### src/rtl/player_motion_pkg.sv
// Shared types and default tuning constants for the player kinematics block.
package player_motion_pkg;

    typedef enum logic [1:0] {
        GROUND = 2'd0,
        AIR    = 2'd1,
        STUN   = 2'd2
    } player_state_e;

    localparam int DEF_XW        = 11;
    localparam int DEF_YW        = 10;
    localparam int DEF_X_MIN     = -300;
    localparam int DEF_X_MAX     = 300;
    localparam int DEF_Y_GROUND  = -200;
    localparam int DEF_Y_SQUAT   = -220;
    localparam int DEF_Y_MAX     = 200;
    localparam int DEF_STEP_X    = 4;
    localparam int DEF_V0        = 12;
    localparam int DEF_G         = 1;
    localparam int DEF_AIR_JUMPS = 1;
    localparam int DEF_KB_FRAMES = 8;
    localparam int DEF_KB_STEP   = 6;

    // Bits needed to hold 0..n; never returns zero so counters stay legal
    // when the configured count is 0.
    function automatic int count_width(input int n);
        return (n > 0) ? $clog2(n + 1) : 1;
    endfunction

endpackage

### src/rtl/player_vert_phys.sv
// Combinational vertical integrator: one tick of y/vy motion with optional
// mid-air boost, velocity floor, ceiling clamp and ground landing.
module player_vert_phys
    import player_motion_pkg::*;
#(
    parameter int YW       = DEF_YW,
    parameter int Y_GROUND = DEF_Y_GROUND,
    parameter int Y_MAX    = DEF_Y_MAX,
    parameter int V0       = DEF_V0,
    parameter int G        = DEF_G
) (
    input  logic signed [YW-1:0] y,
    input  logic signed [YW-1:0] vy,
    input  logic                 boost,
    output logic signed [YW-1:0] y_next,
    output logic signed [YW-1:0] vy_next,
    output logic                 landed
);

    localparam logic signed [YW:0]   Y_GROUND_W = (YW+1)'(Y_GROUND);
    localparam logic signed [YW:0]   Y_MAX_W    = (YW+1)'(Y_MAX);
    localparam logic signed [YW:0]   V0_W       = (YW+1)'(V0);
    localparam logic signed [YW:0]   G_W        = (YW+1)'(G);
    localparam logic signed [YW:0]   VY_FLOOR_W = (YW+1)'(1 - 2**(YW-1));
    localparam logic signed [YW-1:0] Y_GROUND_N = YW'(Y_GROUND);
    localparam logic signed [YW-1:0] Y_MAX_N    = YW'(Y_MAX);

    logic signed [YW:0] y_ext;
    logic signed [YW:0] vy_ext;
    logic signed [YW:0] y_sum;
    logic signed [YW:0] vy_raw;
    logic signed [YW:0] vy_sat;

    // Integrate in one extra bit, then resolve landing first and the ceiling second.
    always_comb begin
        y_ext  = {y[YW-1], y};
        vy_ext = {vy[YW-1], vy};
        if (boost) begin
            y_sum  = y_ext + V0_W;
            vy_raw = V0_W - G_W;
        end else begin
            y_sum  = y_ext + vy_ext;
            vy_raw = vy_ext - G_W;
        end
        vy_sat  = (vy_raw < VY_FLOOR_W) ? VY_FLOOR_W : vy_raw;
        landed  = 1'b0;
        y_next  = y_sum[YW-1:0];
        vy_next = vy_sat[YW-1:0];
        if (y_sum <= Y_GROUND_W) begin
            y_next  = Y_GROUND_N;
            vy_next = '0;
            landed  = 1'b1;
        end else if (y_sum >= Y_MAX_W) begin
            y_next = Y_MAX_N;
            if (!vy_sat[YW]) begin
                vy_next = '0;
            end
        end
    end

endmodule

### src/rtl/player_motion.sv
// Frame-tick player kinematics: walking, multi-jump, defend-gated knockback
// with hitstun. All outputs are registered and advance only on tick.
module player_motion
    import player_motion_pkg::*;
#(
    parameter int XW        = DEF_XW,
    parameter int YW        = DEF_YW,
    parameter int X_MIN     = DEF_X_MIN,
    parameter int X_MAX     = DEF_X_MAX,
    parameter int Y_GROUND  = DEF_Y_GROUND,
    parameter int Y_SQUAT   = DEF_Y_SQUAT,
    parameter int Y_MAX     = DEF_Y_MAX,
    parameter int STEP_X    = DEF_STEP_X,
    parameter int V0        = DEF_V0,
    parameter int G         = DEF_G,
    parameter int AIR_JUMPS = DEF_AIR_JUMPS,
    parameter int KB_FRAMES = DEF_KB_FRAMES,
    parameter int KB_STEP   = DEF_KB_STEP
) (
    input  logic                 clk,
    input  logic                 rst_n,
    input  logic                 tick,
    input  logic                 right,
    input  logic                 left,
    input  logic                 jump,
    input  logic                 squat,
    input  logic                 defend,
    input  logic                 hit,
    input  logic                 hit_dir,
    output logic signed [XW-1:0] x,
    output logic signed [YW-1:0] y,
    output logic signed [YW-1:0] vy,
    output player_state_e        state,
    output logic                 isD,
    output logic                 isQ,
    output logic                 isJ,
    output logic                 isK
);

    localparam int AW = count_width(AIR_JUMPS);
    localparam int SW = count_width(KB_FRAMES);

    localparam logic signed [XW:0]   X_MIN_W     = (XW+1)'(X_MIN);
    localparam logic signed [XW:0]   X_MAX_W     = (XW+1)'(X_MAX);
    localparam logic signed [XW:0]   STEP_W      = (XW+1)'(STEP_X);
    localparam logic signed [XW:0]   KB_W        = (XW+1)'(KB_STEP);
    localparam logic signed [XW-1:0] X_MIN_N     = XW'(X_MIN);
    localparam logic signed [YW:0]   Y_GROUND_W  = (YW+1)'(Y_GROUND);
    localparam logic signed [YW:0]   Y_MAX_W     = (YW+1)'(Y_MAX);
    localparam logic signed [YW:0]   V0_W        = (YW+1)'(V0);
    localparam logic signed [YW-1:0] Y_GROUND_N  = YW'(Y_GROUND);
    localparam logic signed [YW-1:0] Y_SQUAT_N   = YW'(Y_SQUAT);
    localparam logic signed [YW-1:0] Y_MAX_N     = YW'(Y_MAX);
    localparam logic signed [YW-1:0] VY_TAKEOFF  = YW'(V0 - G);
    localparam logic [AW-1:0]        AIR_JUMPS_N = AW'(AIR_JUMPS);
    localparam logic [SW-1:0]        KB_FRAMES_N = SW'(KB_FRAMES);
    localparam logic [SW-1:0]        STUN_LAST   = SW'(1);

    logic                 jump_prev;
    logic                 airborne;
    logic                 kb_dir;
    logic [AW-1:0]        air_cnt;
    logic [SW-1:0]        stun_cnt;

    logic                 jump_ev;
    logic                 hit_taken;
    logic                 air_jump_ok;
    logic                 stun_airborne;
    logic signed [XW:0]   x_ext;
    logic signed [XW-1:0] walk_x;
    logic signed [XW-1:0] kb_x;
    logic signed [YW:0]   takeoff_sum;
    logic signed [YW-1:0] takeoff_y;
    logic signed [YW-1:0] y_phys;
    logic signed [YW-1:0] vy_phys;
    logic                 landed;

    function automatic logic signed [XW-1:0] clamp_x(input logic signed [XW:0] v);
        if (v < X_MIN_W) return X_MIN_W[XW-1:0];
        if (v > X_MAX_W) return X_MAX_W[XW-1:0];
        return v[XW-1:0];
    endfunction

    // A hit outranks everything, so it also cancels any mid-air jump on that tick.
    assign jump_ev       = jump & ~jump_prev;
    assign hit_taken     = hit & ~(defend & (state == GROUND)) & (state != STUN);
    assign air_jump_ok   = jump_ev & (state == AIR) & (air_cnt < AIR_JUMPS_N) & ~hit_taken;
    assign stun_airborne = airborne & ~landed;

    // Candidate horizontal positions and the clamped ground takeoff height.
    always_comb begin
        x_ext  = {x[XW-1], x};
        walk_x = x;
        if (right) begin
            walk_x = clamp_x(x_ext + STEP_W);
        end else if (left) begin
            walk_x = clamp_x(x_ext - STEP_W);
        end
        kb_x = kb_dir ? clamp_x(x_ext + KB_W) : clamp_x(x_ext - KB_W);

        takeoff_sum = {y[YW-1], y} + V0_W;
        takeoff_y   = takeoff_sum[YW-1:0];
        if (takeoff_sum < Y_GROUND_W) begin
            takeoff_y = Y_GROUND_N;
        end else if (takeoff_sum > Y_MAX_W) begin
            takeoff_y = Y_MAX_N;
        end
    end

    player_vert_phys #(
        .YW       (YW),
        .Y_GROUND (Y_GROUND),
        .Y_MAX    (Y_MAX),
        .V0       (V0),
        .G        (G)
    ) u_vert_phys (
        .y       (y),
        .vy      (vy),
        .boost   (air_jump_ok),
        .y_next  (y_phys),
        .vy_next (vy_phys),
        .landed  (landed)
    );

    // Player FSM with registered pose flags; isD/isQ only assert while the player stays grounded.
    always_ff @(posedge clk or negedge rst_n) begin
        if (!rst_n) begin
            x         <= X_MIN_N;
            y         <= Y_GROUND_N;
            vy        <= '0;
            state     <= GROUND;
            isD       <= 1'b0;
            isQ       <= 1'b0;
            isJ       <= 1'b0;
            isK       <= 1'b0;
            air_cnt   <= '0;
            stun_cnt  <= '0;
            jump_prev <= 1'b0;
            airborne  <= 1'b0;
            kb_dir    <= 1'b0;
        end else if (tick) begin
            jump_prev <= jump;
            isD       <= 1'b0;
            isQ       <= 1'b0;
            if (hit_taken) begin
                state    <= STUN;
                stun_cnt <= KB_FRAMES_N;
                kb_dir   <= hit_dir;
                isK      <= 1'b1;
                if (state == AIR) begin
                    y        <= y_phys;
                    vy       <= vy_phys;
                    airborne <= ~landed;
                    isJ      <= ~landed;
                end else begin
                    y        <= Y_GROUND_N;
                    vy       <= '0;
                    airborne <= 1'b0;
                    isJ      <= 1'b0;
                end
            end else begin
                case (state)
                    GROUND: begin
                        isJ <= 1'b0;
                        isK <= 1'b0;
                        vy  <= '0;
                        if (jump_ev) begin
                            y        <= takeoff_y;
                            vy       <= VY_TAKEOFF;
                            state    <= AIR;
                            air_cnt  <= '0;
                            airborne <= 1'b1;
                            isJ      <= 1'b1;
                        end else if (squat) begin
                            y   <= Y_SQUAT_N;
                            isQ <= ~defend;
                            isD <= defend;
                        end else if (defend) begin
                            y   <= Y_GROUND_N;
                            isD <= 1'b1;
                        end else begin
                            x <= walk_x;
                            y <= Y_GROUND_N;
                        end
                    end
                    AIR: begin
                        x  <= walk_x;
                        y  <= y_phys;
                        vy <= vy_phys;
                        if (air_jump_ok) begin
                            air_cnt <= air_cnt + 1'b1;
                        end
                        if (landed) begin
                            state    <= GROUND;
                            airborne <= 1'b0;
                            isJ      <= 1'b0;
                        end
                    end
                    STUN: begin
                        x        <= kb_x;
                        y        <= y_phys;
                        vy       <= vy_phys;
                        airborne <= stun_airborne;
                        isJ      <= stun_airborne;
                        stun_cnt <= stun_cnt - 1'b1;
                        if (stun_cnt == STUN_LAST) begin
                            state <= stun_airborne ? AIR : GROUND;
                            isK   <= 1'b0;
                        end
                    end
                    default: begin
                        state <= GROUND;
                    end
                endcase
            end
        end
    end

endmodule
### config.mk
export PLATFORM = sky130hd
export DESIGN_NAME = player_motion
export DESIGN_NICKNAME = d
export VERILOG_FILES = /design/src/rtl/player_motion_pkg.sv /design/src/rtl/player_vert_phys.sv /design/src/rtl/player_motion.sv
export SDC_FILE = /design/constraint.sdc
export NUM_CORES = 1
export LEC_CHECK = 0
export ABC_AREA = 0
export CORE_ASPECT_RATIO = 1.25
export CORE_MARGIN = 2
export CORE_UTILIZATION = 60
export CTS_CLUSTER_SIZE = 12
export DETAILED_ROUTE_END_ITERATION = 10
export HOLD_SLACK_MARGIN = 0.02
export MAX_ROUTING_LAYER = met4
export PLACE_DENSITY = 0.79
export SLEW_MARGIN = 20
export SYNTH_ARGS = -nofsm -noshare
export SYNTH_HDL_FRONTEND = slang
export SYNTH_SLANG_ARGS = --single-unit
### constraint.sdc
create_clock -name clk -period 3.7 [get_ports clk]
set_input_delay 0.74 -clock clk [delete_from_list [all_inputs] [get_ports clk]]
set_output_delay 0.74 -clock clk [all_outputs]
set_load 0.005 [all_outputs]
==> metrics.md <==
| Metric | Value |
|---|---|
| Worst path cell trace | ha_1 -> fa_1 -> a21oi_1 -> o211ai_1 -> o2111ai_1 -> o21ai_1 -> or4_4 -> o211ai_4 -> buf_4 -> a2bb2oi_1 -> o21ai_0 |
| Leading area contributor after synthesis | dfrtp_1 |
| CP delay by family, top | compound AO/OA/AOI/OAI gates |
| Critical Path Stages | 11 |
| Number of global-route vias before repair | 5585 |
| Skew final | 0.006437 ns |
| Avg WL per Cell | 20.18 um |
| Synth top area share | 0.1542 |
| Crit Path Max Fanout | 11 |
| TNS Setup | 0 ns |
| Most used DFF post-synth | dfrtp_1 |
| Final slew viol count | 0 |
| Die Y | 109.6 um |
| F_max | 284.1 MHz |
| Mapped Cells | 706 |
| Minimum clock period | 3.520 ns |
| Core area | 8701 sq um |
| EDFF count, synth | 0 |
| Clk buf depth | 2 |
| Overall power | 6826 uW |
| Total CTS buffers | 5 |
| Worst-path clk slew | 0.09 ns |
| Total grt overflow | 0 |
| Register area share after synthesis | 0.2082 |
| Via count | 6000 |
| Global-route wire length before repair | 27660 um |
| PwrDens | 1121 nW/um^2 |
| GPL Wtd Cong | 0.9982 |
| Share of cells above drive strength 1 | 0.1175 |
| Type of origin of the critical path | flop |
| Nets | 786 |
| Final Hold Violating Endpoints | 0 |
| WL final | 17530 um |
| Initial core utilization | 0.6155 |
| Hpwl dp | 13330 um |
| Largest net degree at the start of global routing | 45 |
| Leak | 0.002411 uW |
| RSZ-0062 raised after global routing | false |
| Crit path DAT | 3.71 ns |
| Ant diodes | 0 |
| Post-Syn Nets | 744 |
| Initial drt markers | 498 |
| Worst hold-check path type | in -> async |
| Hold-fix buffers, CTS | 0 |
| Setup Viol. Count Final | 0 |
| Period utilisation layout | 0.9514 |
| Netlist Area Pre-Place | 5355 sq um |
| Total Routing Usage GR | 0.3747 |
| Maximum vdd ir drop | 492.2 uV |
| Run status | finished clean |
| Die area | 9702 sq um |
| Top post-synthesis cells by area | dfrtp_1 15%, ha_1 6.3%, dfstp_2 5.4% |
| Area grow syn2layout | 13.74% |
| Synthesis Warnings | 0 |
| DR vias/cell | 6.904 |
| DRC violations left | 0 |
| Post-synth ARST share | 1.000 |
| H-tree levels | 2 |
| Initial antenna violation count | 0 |
| Syn avg cell area | 7.585 sq um |
| Crit path kind | reg -> reg |
| Initial DRT Pass Iterations | 7 |
| # rows | 38 |
| Antenna Nets Post-Route | 0 |
| Port bufs | 45 |
| Least-Margin Pin Slew | 0.6331 ns |
| Number of setup buffers added after CTS | 0 |
| Synth Register Bits | 44 |
| Later-pin clock latency in the skew report | 0.31 ns |
| Critical Path Max Stage Delay | 0.58 ns |
| Maximum capacitance violations | 0 |
| Die X | 88.50 um |
| Worst path bufs/invs | 1 |
| CTS tree | built |
| Slowest cell on the critical path | or4_4 |
| Relative slew slack | 0.5770 |
| Post-synth cell types | 107 |
| Num ports | 47 |
| Reg2reg path depth | 11 |
| CP Capture Type | flop |
| TritonCTS Sinks | 44 |
| CP required | 3.89 ns |
| CTS root buf | clkbuf_8 |
[logic make-up after synthesis]
group                    count (synthesis)  share of synthesized area
buffers and inverters                   66                    0.05608
flip-flops                              44                     0.2082
multiplexers                             6                    0.01192
AND/OR/NAND/NOR                        263                     0.2554
AO/OA/AOI/OAI                          278                     0.3682
other                                    1                  0.0007003
adder cells (fa/ha/maj)                 28                    0.06682
XOR/XNOR                                20                    0.03271
[sequential cells by signal, summed over array words and instances (netlist names)]
| name | flops |
|---|---|
| vy | 10 |
| airborne | 1 |
| kb_dir | 1 |
| isQ | 1 |
| x | 10 |
| stun_cnt | 4 |
| isK | 1 |
| jump_prev | 1 |
| air_cnt | 1 |
| y | 10 |
| isD | 1 |
| state | 2 |
| isJ | 1 |
[through the flow]
step	worst slack, ns	cell area (sq um)	std cells	hold WS, ns	utilization
CTS	0.1301	6086	869	0.5374	0.6995
detailed placement	0.08209	5974	861	0.5088	0.6867
floorplan	0.5676	5355	706	0.4444	-
global placement	0.1595	5974	861	0.4762	0.6867
finish	0.1797	6091	869	0.4174	0.7000
global route	0.04475	6091	869	0.4578	0.7000
[cell usage after synthesis (9+ instances only)]
cell,instances
nor2_1,66
nand2_1,64
a21oi_1,56
o21ai_0,56
dfrtp_1,33
ha_1,27
inv_1,26
nand3_1,23
nor3_1,15
o31ai_1,15
buf_2,14
nand2b_1,14
xnor2_1,14
clkbuf_1,13
a31oi_1,12
o21a_1,12
dfstp_2,11
or3_1,11
a21o_1,10
nor2b_1,9
o211ai_1,9
[power by group]
part | switching [uW] | internal (uW) | total (uW) | leakage (uW)
clock network | 186 | 200 | 386 | 0.0000541
logic | 3090 | 2130 | 5230 | 0.00182
registers | 476 | 736 | 1210 | 0.000537
[path summary, 6_finish.rpt]
| check | from | to | slack [ns] |
|---|---|---|---|
| max in group asynchronous | rst_n | vy[8] | 2.87 |
| worst min-delay path | rst_n | stun_cnt[0] | 0.42 |
| worst max-delay path | vy[0] | y[7] | 0.18 |
| min in group clk | isD | isD | 0.54 |
| worst min register to register | isD | isD | 0.54 |
| worst max register to register | vy[0] | y[7] | 0.18 |
[cell type report]
| type | instances | area [sq um] |
|---|---|---|
| clock inverters | 3 | 42.54 |
| repair buffers | 72 | 663.1 |
| fillers | 775 | 2610 |
| flip-flops and latches | 44 | 1115 |
| multi-input cells | 596 | 3943 |
| clock buffers | 5 | 68.82 |
| inverters | 29 | 108.9 |
| well taps | 120 | 150.1 |
[worst reg2reg max path, delay by kind of cell, from the launching register on]
family	cells	cell delay [ns]
AND/OR/NAND/NOR	1	0.58
adder cells (fa/ha/maj)	2	0.72
buffers and inverters	1	0.22
flip-flops	1	0.47
AO/OA/AOI/OAI	7	1.42
[cell usage in the layout, fill, tap and decap left out, types with 4 or more instances in the layout]
| cell | netlist | routed |
|---|---|---|
| xnor2_1 | 14 | 14 |
| a22oi_1 | 5 | 5 |
| nor3_1 | 15 | 15 |
| o31ai_1 | 15 | 15 |
| a32o_1 | 6 | 6 |
| ha_1 | 27 | 27 |
| dfstp_2 | 11 | 11 |
| a32oi_1 | 5 | 5 |
| and2_1 | 5 | 5 |
| a22o_1 | 6 | 6 |
| a31oi_1 | 12 | 12 |
| o21ai_1 | 6 | 6 |
| nor4_1 | 7 | 7 |
| and3_1 | 6 | 6 |
| clkbuf_8 | 0 | 5 |
| nor2_1 | 66 | 65 |
| o21ai_0 | 56 | 56 |
| a211oi_1 | 6 | 6 |
| nand2_1 | 64 | 64 |
| a221oi_1 | 4 | 4 |
| buf_4 | 5 | 27 |
| o21a_1 | 12 | 12 |
| o211ai_1 | 9 | 9 |
| or2_2 | 6 | 6 |
| or3_1 | 11 | 11 |
| a21oi_1 | 56 | 56 |
| dfrtp_1 | 33 | 33 |
| nand2b_1 | 14 | 14 |
| nand4_1 | 7 | 7 |
| a21o_1 | 10 | 10 |
| inv_1 | 26 | 26 |
| o311ai_0 | 5 | 5 |
| o22ai_1 | 7 | 7 |
| nor2b_1 | 9 | 9 |
| clkdlybuf4s50_1 | 0 | 44 |
| a21boi_0 | 4 | 4 |
| xor2_1 | 6 | 6 |
| nand3_1 | 23 | 23 |
[routing by layer]
layer  part of all wire  GRT usage  wire length, um
met3              0.061    0.04279             1062
met4              0.065     0.2381             1140
met1               0.37     0.4063             6472
met2               0.51     0.6439             8858
met5                  0          -                0
[what timing repair did]
item / CTS / global route
setup endpoints to repair: 0 / 6
hold endpoints to repair: 0 / 0
gates resized for setup: 0 / 1
(Power assumes the default switching activity.)
